**config.mk**
```make
export PLATFORM = sky130hd
export DESIGN_NAME = imem_loader
export DESIGN_NICKNAME = d
export VERILOG_FILES = /design/src/rtl/imem_loader.sv
export SDC_FILE = /design/constraint.sdc
export NUM_CORES = 1
export LEC_CHECK = 0
export ABC_AREA = 1
export BUFFER_PORTS_ARGS = -buffer_cell sky130_fd_sc_hd__buf_2
export CORE_ASPECT_RATIO = 0.7
export CORE_UTILIZATION = 47
export CTS_BUF_LIST = sky130_fd_sc_hd__clkbuf_4 sky130_fd_sc_hd__clkbuf_8 sky130_fd_sc_hd__clkbuf_16
export CTS_CLUSTER_SIZE = 10
export DETAILED_ROUTE_END_ITERATION = 10
export PLACE_DENSITY = 0.67
export REMOVE_ABC_BUFFERS = 1
export SETUP_SLACK_MARGIN = 0.4
export SLEW_MARGIN = 20
export SYNTH_ARGS = -nofsm -noshare
export SYNTH_HDL_FRONTEND = slang
export SYNTH_SLANG_ARGS = --single-unit
```
**constraint.sdc**
```tcl
create_clock -name clk -period 2.55 [get_ports clk]
set_clock_uncertainty 0.1 [all_clocks]
set_input_delay 0.255 -clock clk [delete_from_list [all_inputs] [get_ports clk]]
set_output_delay 0.255 -clock clk [all_outputs]
set_load 0.02 [all_outputs]
```
**src/rtl/imem_loader.sv**
```systemverilog
// Instruction-memory loader: parses a framed host byte stream (A5, LEN, words, XOR checksum)
// and writes 16-bit words to imem from address 0, holding the CPU while loading.
module imem_loader #(
  parameter int ADDR_W      = 8,
  parameter int TIMEOUT_CYC = 1024
) (
  input  logic              clk,
  input  logic              rst,
  input  logic              in_valid,
  input  logic [7:0]        in_data,
  output logic              in_ready,
  output logic              imem_we,
  output logic [ADDR_W-1:0] imem_addr,
  output logic [15:0]       imem_wdata,
  output logic              cpu_hold,
  output logic              done,
  output logic              error,
  output logic [15:0]       word_count
);

  localparam logic [3:0] S_IDLE    = 4'd0;
  localparam logic [3:0] S_LEN_HI  = 4'd1;
  localparam logic [3:0] S_LEN_LO  = 4'd2;
  localparam logic [3:0] S_DATA_HI = 4'd3;
  localparam logic [3:0] S_DATA_LO = 4'd4;
  localparam logic [3:0] S_WRITE   = 4'd5;
  localparam logic [3:0] S_CHECK   = 4'd6;
  localparam logic [3:0] S_DONE    = 4'd7;
  localparam logic [3:0] S_ERROR   = 4'd8;

  localparam int          TW  = $clog2(TIMEOUT_CYC + 1);
  localparam logic [16:0] CAP = 17'(1) << ADDR_W;

  logic [3:0]    state;
  logic [15:0]   len;
  logic [7:0]    hi_byte;
  logic [7:0]    chk;
  logic [TW-1:0] tmo;
  logic          acc;
  logic          timed;
  logic          is_sync;

  assign in_ready = (state != S_WRITE);
  assign acc      = in_valid & in_ready;
  assign is_sync  = acc && (in_data == 8'hA5);
  assign timed    = (state == S_LEN_HI) || (state == S_LEN_LO) || (state == S_DATA_HI) ||
                    (state == S_DATA_LO) || (state == S_WRITE) || (state == S_CHECK);

  always_ff @(posedge clk) begin
    if (rst) begin
      state      <= S_IDLE;
      imem_we    <= 1'b0;
      imem_addr  <= '0;
      imem_wdata <= '0;
      cpu_hold   <= 1'b0;
      done       <= 1'b0;
      error      <= 1'b0;
      word_count <= '0;
      len        <= '0;
      hi_byte    <= '0;
      chk        <= '0;
      tmo        <= '0;
    end else begin
      imem_we <= 1'b0;
      case (state)
        S_IDLE, S_DONE, S_ERROR: begin
          if (is_sync) begin
            state      <= S_LEN_HI;
            done       <= 1'b0;
            error      <= 1'b0;
            word_count <= '0;
            chk        <= '0;
            tmo        <= '0;
            cpu_hold   <= 1'b1;
          end
        end
        S_LEN_HI: if (acc) begin
          len[15:8] <= in_data;
          chk       <= chk ^ in_data;
          state     <= S_LEN_LO;
        end
        S_LEN_LO: if (acc) begin
          len[7:0] <= in_data;
          chk      <= chk ^ in_data;
          // Oversized programs are rejected before anything is written
          if ({1'b0, len[15:8], in_data} > CAP) begin
            state <= S_ERROR;
            error <= 1'b1;
          end else if ({len[15:8], in_data} == 16'd0) begin
            state <= S_CHECK;
          end else begin
            state <= S_DATA_HI;
          end
        end
        S_DATA_HI: if (acc) begin
          hi_byte <= in_data;
          chk     <= chk ^ in_data;
          state   <= S_DATA_LO;
        end
        S_DATA_LO: if (acc) begin
          imem_we    <= 1'b1;
          imem_addr  <= word_count[ADDR_W-1:0];
          imem_wdata <= {hi_byte, in_data};
          chk        <= chk ^ in_data;
          state      <= S_WRITE;
        end
        S_WRITE: begin
          word_count <= word_count + 16'd1;
          state      <= (word_count + 16'd1 == len) ? S_CHECK : S_DATA_HI;
        end
        S_CHECK: if (acc) begin
          if (in_data == chk) begin
            state    <= S_DONE;
            done     <= 1'b1;
            cpu_hold <= 1'b0;
          end else begin
            state <= S_ERROR;
            error <= 1'b1;
          end
        end
        default: state <= S_IDLE;
      endcase
      // An accepted byte always wins over an expiring timeout
      if (timed) begin
        if (acc) begin
          tmo <= '0;
        end else if (tmo == TW'(TIMEOUT_CYC - 1)) begin
          state <= S_ERROR;
          error <= 1'b1;
        end else begin
          tmo <= tmo + 1'b1;
        end
      end
    end
  end

endmodule

```
# == Yosys cells after proc, flatten, opt, wreduce, memory -nomap -nowiden ==
# Cells that the tools add are included.
# word_totals
reg_bits,91
in_bits,11
out_inout_bits,45
word_cells,99
# classes
add_sub_neg,2
n_lt_le_gt_ge,1
n_eq_ne,17
muxes,42
bitwise_logic,3
reduce_logical,21
# op_table
op,n
$mux 11,5
$mux 4,11
$pmux 16 s2,1
$pmux 4 s7,1
$add 16x1->16 const B,1
$eq 16x16->1,1
$eq 4x3->1 const B,4
$gt 16x9->1 const B,1
$logic_not 16->1,1
$mux 16,1
$mux 8,2
$pmux 8 s2,1
$mux 1,15
$add 11x1->11 const B,1
$eq 11x10->1 const B,1
$reduce_and 2->1,5
$eq 4x2->1 const B,2
$eq 8x8->1,1
$eq 8x8->1 const B,1
$xor 8x8->8,1
$mux 3,2
$reduce_bool 2->1,3
$logic_or 1x1->1,5
$eq 4x1->1 const B,1
other kinds (15),18

# == Logic depth before layout (Yosys ltp) ==
# Gate-level depths: netlist of run 1.
# logic_depth
depth_word,8
mapped_depth,14
depth_no_buf,14

# == Least setup slack after synthesis of run 1 ==
# Ideal clock, no wire load.
# synth_timing
kind,reg-to-reg
start,register word_count[0]
end,register state[0]
setup_time_ns,0.117
t_arrival_ns,1.754
required_time_ns,2.333
slack_ns,0.578
path_stages_with_launch,13
n_path_buf,0
period_less_slack_ns,1.972
path_cell_list,dfxtp_1 -> ha_1 -> nand3_1 -> o21ai_0 -> nand2_1 -> nand2_1 -> nand2_1 -> nor2_1 -> nand2_1 -> nor2_2 -> nand3_1 -> nand2_1 -> a21oi_1
# synth_between
elab_chain_len,7
# synth_rtl
element,line,rtl
"start, declared",18,output logic [15:0] word_count
"start signal, assigned",108,word_count <= word_count + 16'd1;
$add 16x1->16 *,109,state <= (word_count + 16'd1 == len) ? S_CHECK : S_DATA_HI;
$eq 16x16->1 *,109,
$mux 3 *,109,
$pmux 4 s7 *,65,case (state)
$mux 4,127,end else if (tmo == TW'(TIMEOUT_CYC - 1)) begin
$mux 4,125,if (acc) begin
$mux 4 *,124,if (timed) begin
"end signal, assigned",109,
"end, declared",34,logic [3:0] state;
# Every way passes the cells marked *; elsewhere a longest branch is shown, timed or not.
# A chain may end at the register's enable or synchronous reset.

# == Worst setup path after layout of run 1 ==
# layout_timing
start,register tmo[1]
end,register state[1]
# layout_between
elab_chain_len,4
# layout_rtl
element,line,rtl
"start, declared",38,logic [TW-1:0] tmo;
"start signal, assigned",131,tmo <= tmo + 1'b1;
$eq 11x10->1,127,
$mux 4,127,
$mux 4,125,
$mux 4,124,
# No other way between the ends.

==> results of run 1 <==
==> metal layers <==
layer,vias up,GRT usage,share of wire
met5,-,0,0
met4,0,0.0786,0.010
met3,17,0.0726,0.077
met2,164,0.364,0.41
met1,2128,0.383,0.50
li1,2315,-,-
==> cell families after synthesis <==
logic type                 after synthesis  share of synthesized area
DFF                                     91                      0.395
buffers and inverters                   85                     0.0759
and+or+nand+nor                        344                      0.336
AOI/OAI and AO/OA                      132                      0.156
adders and majority gates                2                    0.00542
xor gates and xnor gates                15                     0.0317
==> cells in the mapped netlist (2+ instances only) <==
cell	n	area share
o211a_1	5	0.011
nor4_1	2	0.0027
o21ai_0	52	0.056
ha_1	2	0.0054
nand3_1	69	0.075
inv_1	54	0.044
dfxtp_1	91	0.39
nand3b_1	3	0.0049
nand4_1	13	0.018
o211ai_1	3	0.0049
buf_6	3	0.0073
or2_2	2	0.0027
xor2_1	8	0.015
nor2_1	78	0.063
a21oi_1	63	0.068
buf_2	3	0.0033
inv_2	7	0.0057
nor2_4	4	0.0098
xnor2_1	6	0.011
nor2_2	6	0.0081
inv_4	2	0.0027
a211oi_1	2	0.0033
o21ai_2	2	0.0038
nand2_1	148	0.12
clkbuf_1	16	0.013
nand2_2	7	0.0095
nor3_1	6	0.0065
==> where the power goes <==
part	switching, mW	internal (mW)
combinational	0.384	0.179
clock	0.639	0.891
sequential	0.0427	1.48
==> flip-flops by register name, summed over array words and instances (netlist names) <==
register	count
chk	8
error	1
state	4
len	16
imem_addr	8
tmo	11
word_count	16
hi_byte	8
imem_wdata	16
cpu_hold	1
done	1
imem_we	1
==> stage by stage <==
stage / setup WS [ps] / area [um2] / utilization / cells
floorplan: 47.4 / 4510 / - / 647
global placement: 292 / 4990 / 0.537 / 833
detailed placement: 295 / 4990 / 0.537 / 833
CTS: 461 / 5340 / 0.575 / 850
global route: 341 / 5400 / 0.582 / 853
finish: 521 / 5400 / 0.582 / 853
==> path summary, 6_finish.rpt <==
kind / depth (start not counted) / to / slack [ps] / startpoint
setup / recovery: 9 / state[1] / 520 / tmo[1]
hold / removal: 3 / imem_wdata[3] / 150 / in_data[3]
setup reg to reg: 9 / state[1] / 520 / tmo[1]
hold reg to reg: 2 / cpu_hold / 360 / cpu_hold
==> cell type report <==
cell class                 count  area share
sequential                    91       0.338
timing repair buffer          65      0.0678
tap                          124      0.0287
inverter                      63      0.0458
clock buffer                   9      0.0417
multi-input combinational    493       0.456
clock inverter                 7      0.0211
timing repair inverter         1    0.000926
==> worst reg2reg max path, cell delays in order, from the launching register on <==
cell and delay, ps:
dfxtp_1 350, ha_1 180, nand3_1 110, nor2_1 200
nand4_1 110, inv_1 140, nand4_1 200, or2_1 320
nand3_1 150, a31oi_1 60
==> repair_timing <==
item                       4_1_cts  5_1_grt
pin swaps                        1        1
buffers inserted                 1        2
setup endpoints to repair       15       24
gates cloned                     0        1
gates resized for setup          0       13
==> flow_summary.yaml, run 1 <==
sta:
  fin_hold_ws_ps: 153
  period_share: 0.796
  max_freq_mhz: 493
  rsz0062_at_grt: "true"
  setup_viol: 0
  slew_violations: 0
  maxSlewHeadroom: 0.521
  post-route-min-period_ps: 2030
  setup_tns_ps: 0
  tightest_slew_ps: 712
  hold_viol: 0
clock_tree:
  clk_latency_ps: 350
  cts_tree: "built"
  clockBufferDepth: 2
  clk_pin_slew_ps: 80
  htree_num_levels: 3
  postCtsHoldBufs: 0
  clock_sinks: 91
  clockRootBuffer: "clkbuf_16"
  cts_buffers: 9
detailed_routing:
  drc: 0
  ant_nets: 0
  dr.pass1.iters: 5
  drt_iter0_drc: 410
  vias: 4624
  avgRoutedWirePerCell_um: 15.0
  detail_route.vias_per_cell: 5.42
  routed_wl_um: 12800
setup_path:
  cp.required_ps: 2680
  crit_slowest_cell: "dfxtp_1"
  crit_type: "register to register"
  end_kind: "register"
  slowest_delay_ps: 350
  path_cells: "ha_1 -> nand3_1 -> nor2_1 -> nand4_1 -> inv_1 -> nand4_1 -> or2_1 -> nand3_1 -> a31oi_1"
  cpLargestDelayFamily: "simple AND/OR/NAND/NOR gates"
  path_max_fanout: 4
  critical_path_arrival_ps: 2160
  crit_buf_inv: 1
  startpoint_type: "register"
global_route:
  grtUsageTotal: 0.260
  grt_max_degree: 33
  grt_pass1_vias: 4264
  overflow: 0
  grt_pass1_wl_um: 20900
  antenna_found_initial: 0
yosys:
  yosysSeqAreaShare: 0.395
  ys_warn_count: 0
  postSynthCellCount: 669
  async_reset_ff_frac: 0
  synth_seq_cells: 91
  syn_area_um2: 4620
  ys.flop_type: "dfxtp_1"
  yosys.cell_types.count: 39
  syn_area_per_cell_um2: 6.90
  synth-edff-count: 0
finish:
  nNetsFinal: 737
  drive_above_1_share: 0.171
  final_cell_mix: "nand2_1, dfxtp_1, nor2_1"
  diodes: 0
  multi_input_area_um2: 2460
  seqCellArea_um2: 1830
  n_fill_cell: 932
  final_common_cell: "nand2_1"
  area_growth_pct: 17.1
floorplanning:
  die_area_um2: 10200
  initial_utilization: 0.497
  chipHeight_um: 84.9
  die_x_um: 120
  core_area_um2: 9290
  ios: 56
  rows: 29
placed_design:
  gp_congestion: 0.854
  portBuffers: 55
  dp_hpwl_um: 8940
outcome:
  status: "completed"
pwr:
  p_leak_nw: 2.37
  ir_worst_vdd_mv: 0.446
  power.total_mw: 3.62
  power.density_nw_per_um2: 670
run:
  cap_violations: 0
worst_hold_path:
  hold_path.class: "input pin to register"
(Power assumes the default switching activity.)
==> run 2: changes to the inputs <==
--- a/config.mk
+++ b/config.mk
@@ -5,7 +5,7 @@
 export SDC_FILE = /design/constraint.sdc
 export NUM_CORES = 1
 export LEC_CHECK = 0
-export ABC_AREA = 1
+export ABC_AREA = 0
 export BUFFER_PORTS_ARGS = -buffer_cell sky130_fd_sc_hd__buf_2
 export CORE_ASPECT_RATIO = 0.7
 export CORE_UTILIZATION = 47
==> constraint.sdc (replaced) <==
create_clock -name clk -period 1.89 [get_ports clk]
set_clock_uncertainty 0.1 [all_clocks]
set_input_delay 0.189 -clock clk [delete_from_list [all_inputs] [get_ports clk]]
set_output_delay 0.189 -clock clk [all_outputs]
set_load 0.02 [all_outputs]
==> flow_summary.yaml, run 2 <==
global_route:
  grtUsageTotal: 0.292
  overflow: 0
  grt_pass1_vias: 4668
  antenna_found_initial: 0
  grt_max_degree: 28
  grt_pass1_wl_um: 23600
floorplanning:
  die_x_um: 122
  rows: 30
  die_area_um2: 10400
  ios: 56
  initial_utilization: 0.485
  core_area_um2: 9720
  chipHeight_um: 85.8
detailed_routing:
  dr.pass1.iters: 5
  ant_nets: 0
  avgRoutedWirePerCell_um: 17.6
  drt_iter0_drc: 404
  vias: 4978
  routed_wl_um: 15100
  drc: 0
  detail_route.vias_per_cell: 5.79
yosys:
  syn_area_per_cell_um2: 7.78
  ys_warn_count: 0
  syn_area_um2: 4720
  synth_top_area_cell: "dfxtp_1"
  synth.area.mux_share: 0.0361
  synth_area_leaders: "dfxtp_1, a21oi_1, nand2_1"
  async_reset_ff_frac: 0
  synth_seq_cells: 91
  synth.most_common_cell: "dfxtp_1"
  yosysSeqAreaShare: 0.386
  synthDominantCellAreaShare: 0.386
  ys.flop_type: "dfxtp_1"
  synth_top_family_by_area: "simple AND/OR/NAND/NOR gates"
  synth_fa_ha_area_frac: 0.00531
  synth-compound-area-share: 0.183
  yosys.area_share.simple: 0.285
  yosys.cell_types.count: 64
  synth-xor-area-share: 0.0576
  postSynthCellCount: 606
  synth_common_cells: "dfxtp_1, nand2_1, nor2_1, a21oi_1, o21ai_0"
  synth-edff-count: 0
finish:
  nNetsFinal: 740
  diodes: 0
  final_common_cell: "dfxtp_1"
  drive_above_1_share: 0.403
  area_growth_pct: 45.0
  top_regs: "imem_wdata: 16 flops, len: 16 flops, word_count: 16 flops"
  final_cell_mix: "dfxtp_1, buf_4, nor2_1"
  n_fill_cell: 742
clock_tree:
  clockRootBuffer: "clkbuf_16"
  clk_latency_ps: 350
  clockBufferDepth: 2
  clk_pin_slew_ps: 70
  cts_buffers: 9
  clock_sinks: 91
  htree_num_levels: 3
  cts_tree: "built"
  postCtsHoldBufs: 0
sta:
  max_freq_mhz: 488
  fin_ws_ps: -158
  hold_viol: 0
  tightest_slew_ps: 533
  setup_tns_ps: -524
  maxSlewHeadroom: 0.644
  setup_viol: 7
  rsz0062_at_grt: "true"
  post-route-min-period_ps: 2050
  slew_violations: 0
  period_share: 1.08
setup_path:
  cp.required_ps: 2030
  cp-startpoint: "word_count[6]"
  endpoint: "state[0]"
  crit_type: "register to register"
  path_cells: "nand4_4 -> or4_4 -> a2111oi_4 -> nand4_1 -> nor4_4 -> o2bb2ai_1"
  startpoint_type: "register"
  path_max_fanout: 2
  r2r-end: "state[0]"
  slowest_delay_ps: 520
  crit_slowest_cell: "or4_4"
  r2r_start: "word_count[6]"
  end_kind: "register"
  critical_path_arrival_ps: 2180
  r2r_slack_ps: -160
  worst-r2r-cell-count: 6
placed_design:
  pre_cts_ws_ps: -271
  dp_hpwl_um: 9530
  portBuffers: 55
  gp_congestion: 0.898
run:
  cap_violations: 0
pwr:
  power.density_nw_per_um2: 815
  ir_worst_vdd_mv: 0.426
  p_leak_nw: 2.80
worst_hold_path:
  hold_path.class: "input pin to register"
outcome:
  violations: "negative setup slack"
  status: "complete, but fails checks"
[run 2: area by class of cell]
type                    instances  area, um2  share of cell area
clock buffers                   9        225              0.0329
repair buffers                157       1270               0.186
multi-input cells             462       3260               0.476
well taps                     128        160              0.0234
clock inverters                 7       60.1             0.00878
inverters                       6       22.5             0.00329
flip-flops and latches         91       1840               0.269
[run 2: where the power goes]
group / leakage, nW / total, mW / internal, mW / switching (mW)
clock network: 0.136 / 1.77 / 0.918 / 0.851
registers: 0.740 / 2.12 / 2.01 / 0.103
logic: 1.92 / 1.69 / 0.783 / 0.908
total: 2.80 / 5.58 / 3.72 / 1.86
[run 2: what timing repair did]
action,CTS,global route
gates cloned,5,0
setup buffers,16,4
gates resized for setup,156,40
setup endpoints to repair,92,92
pin swaps,60,11
[run 2: kinds of logic (layout without fill, tap and decap cells)]
logic type | Yosys count | after routing
AOI/OAI and AO/OA | 147 | 147
adders and majority gates | 2 | 2
buffers and inverters | 53 | 179
and+or+nand+nor | 265 | 265
muxes | 17 | 17
DFF | 91 | 91
xor gates and xnor gates | 31 | 31
[run 2: how the worst min path moves through the flow]
stage               startpoint            end  depth (start not counted)
finish              in_data[7]  imem_wdata[7]                          4
global route        in_data[7]  imem_wdata[7]                          4
CTS                 in_data[7]  imem_wdata[7]                          4
detailed placement     tmo[10]        tmo[10]                          2
global placement       tmo[10]        tmo[10]                          2
floorplan                  rst   imem_addr[0]                          1
[run 2: worst max-delay path, delay by kind of cell, from the launching register on]
kind | cells | cell delay (ps)
DFF | 1 | 370
AOI/OAI and AO/OA | 2 | 400
and+or+nand+nor | 4 | 1060
[run 2: per-stage QoR]
step / util / hold WS (ps) / area, um2 / instances / total power, mW
detailed placement: 0.572 / 330 / 5560 / 819 / 3.36
CTS: 0.685 / 135 / 6660 / 856 / 5.47
finish: 0.704 / 151 / 6840 / 860 / 5.58
global route: 0.704 / 148 / 6840 / 860 / 5.81
floorplan: - / 158 / 4520 / 559 / 2.83
global placement: 0.572 / 326 / 5560 / 819 / 3.32
[run 2: layer usage]
layer | routed length (um) | vias up | share of wire | GRT usage
met3 | 994 | 35 | 0.066 | 0.0645
met1 | 7080 | 2383 | 0.47 | 0.407
met5 | 0 | - | 0 | 0
li1 | - | 2362 | - | -
met2 | 6780 | 198 | 0.45 | 0.459
met4 | 288 | 0 | 0.019 | 0.0640
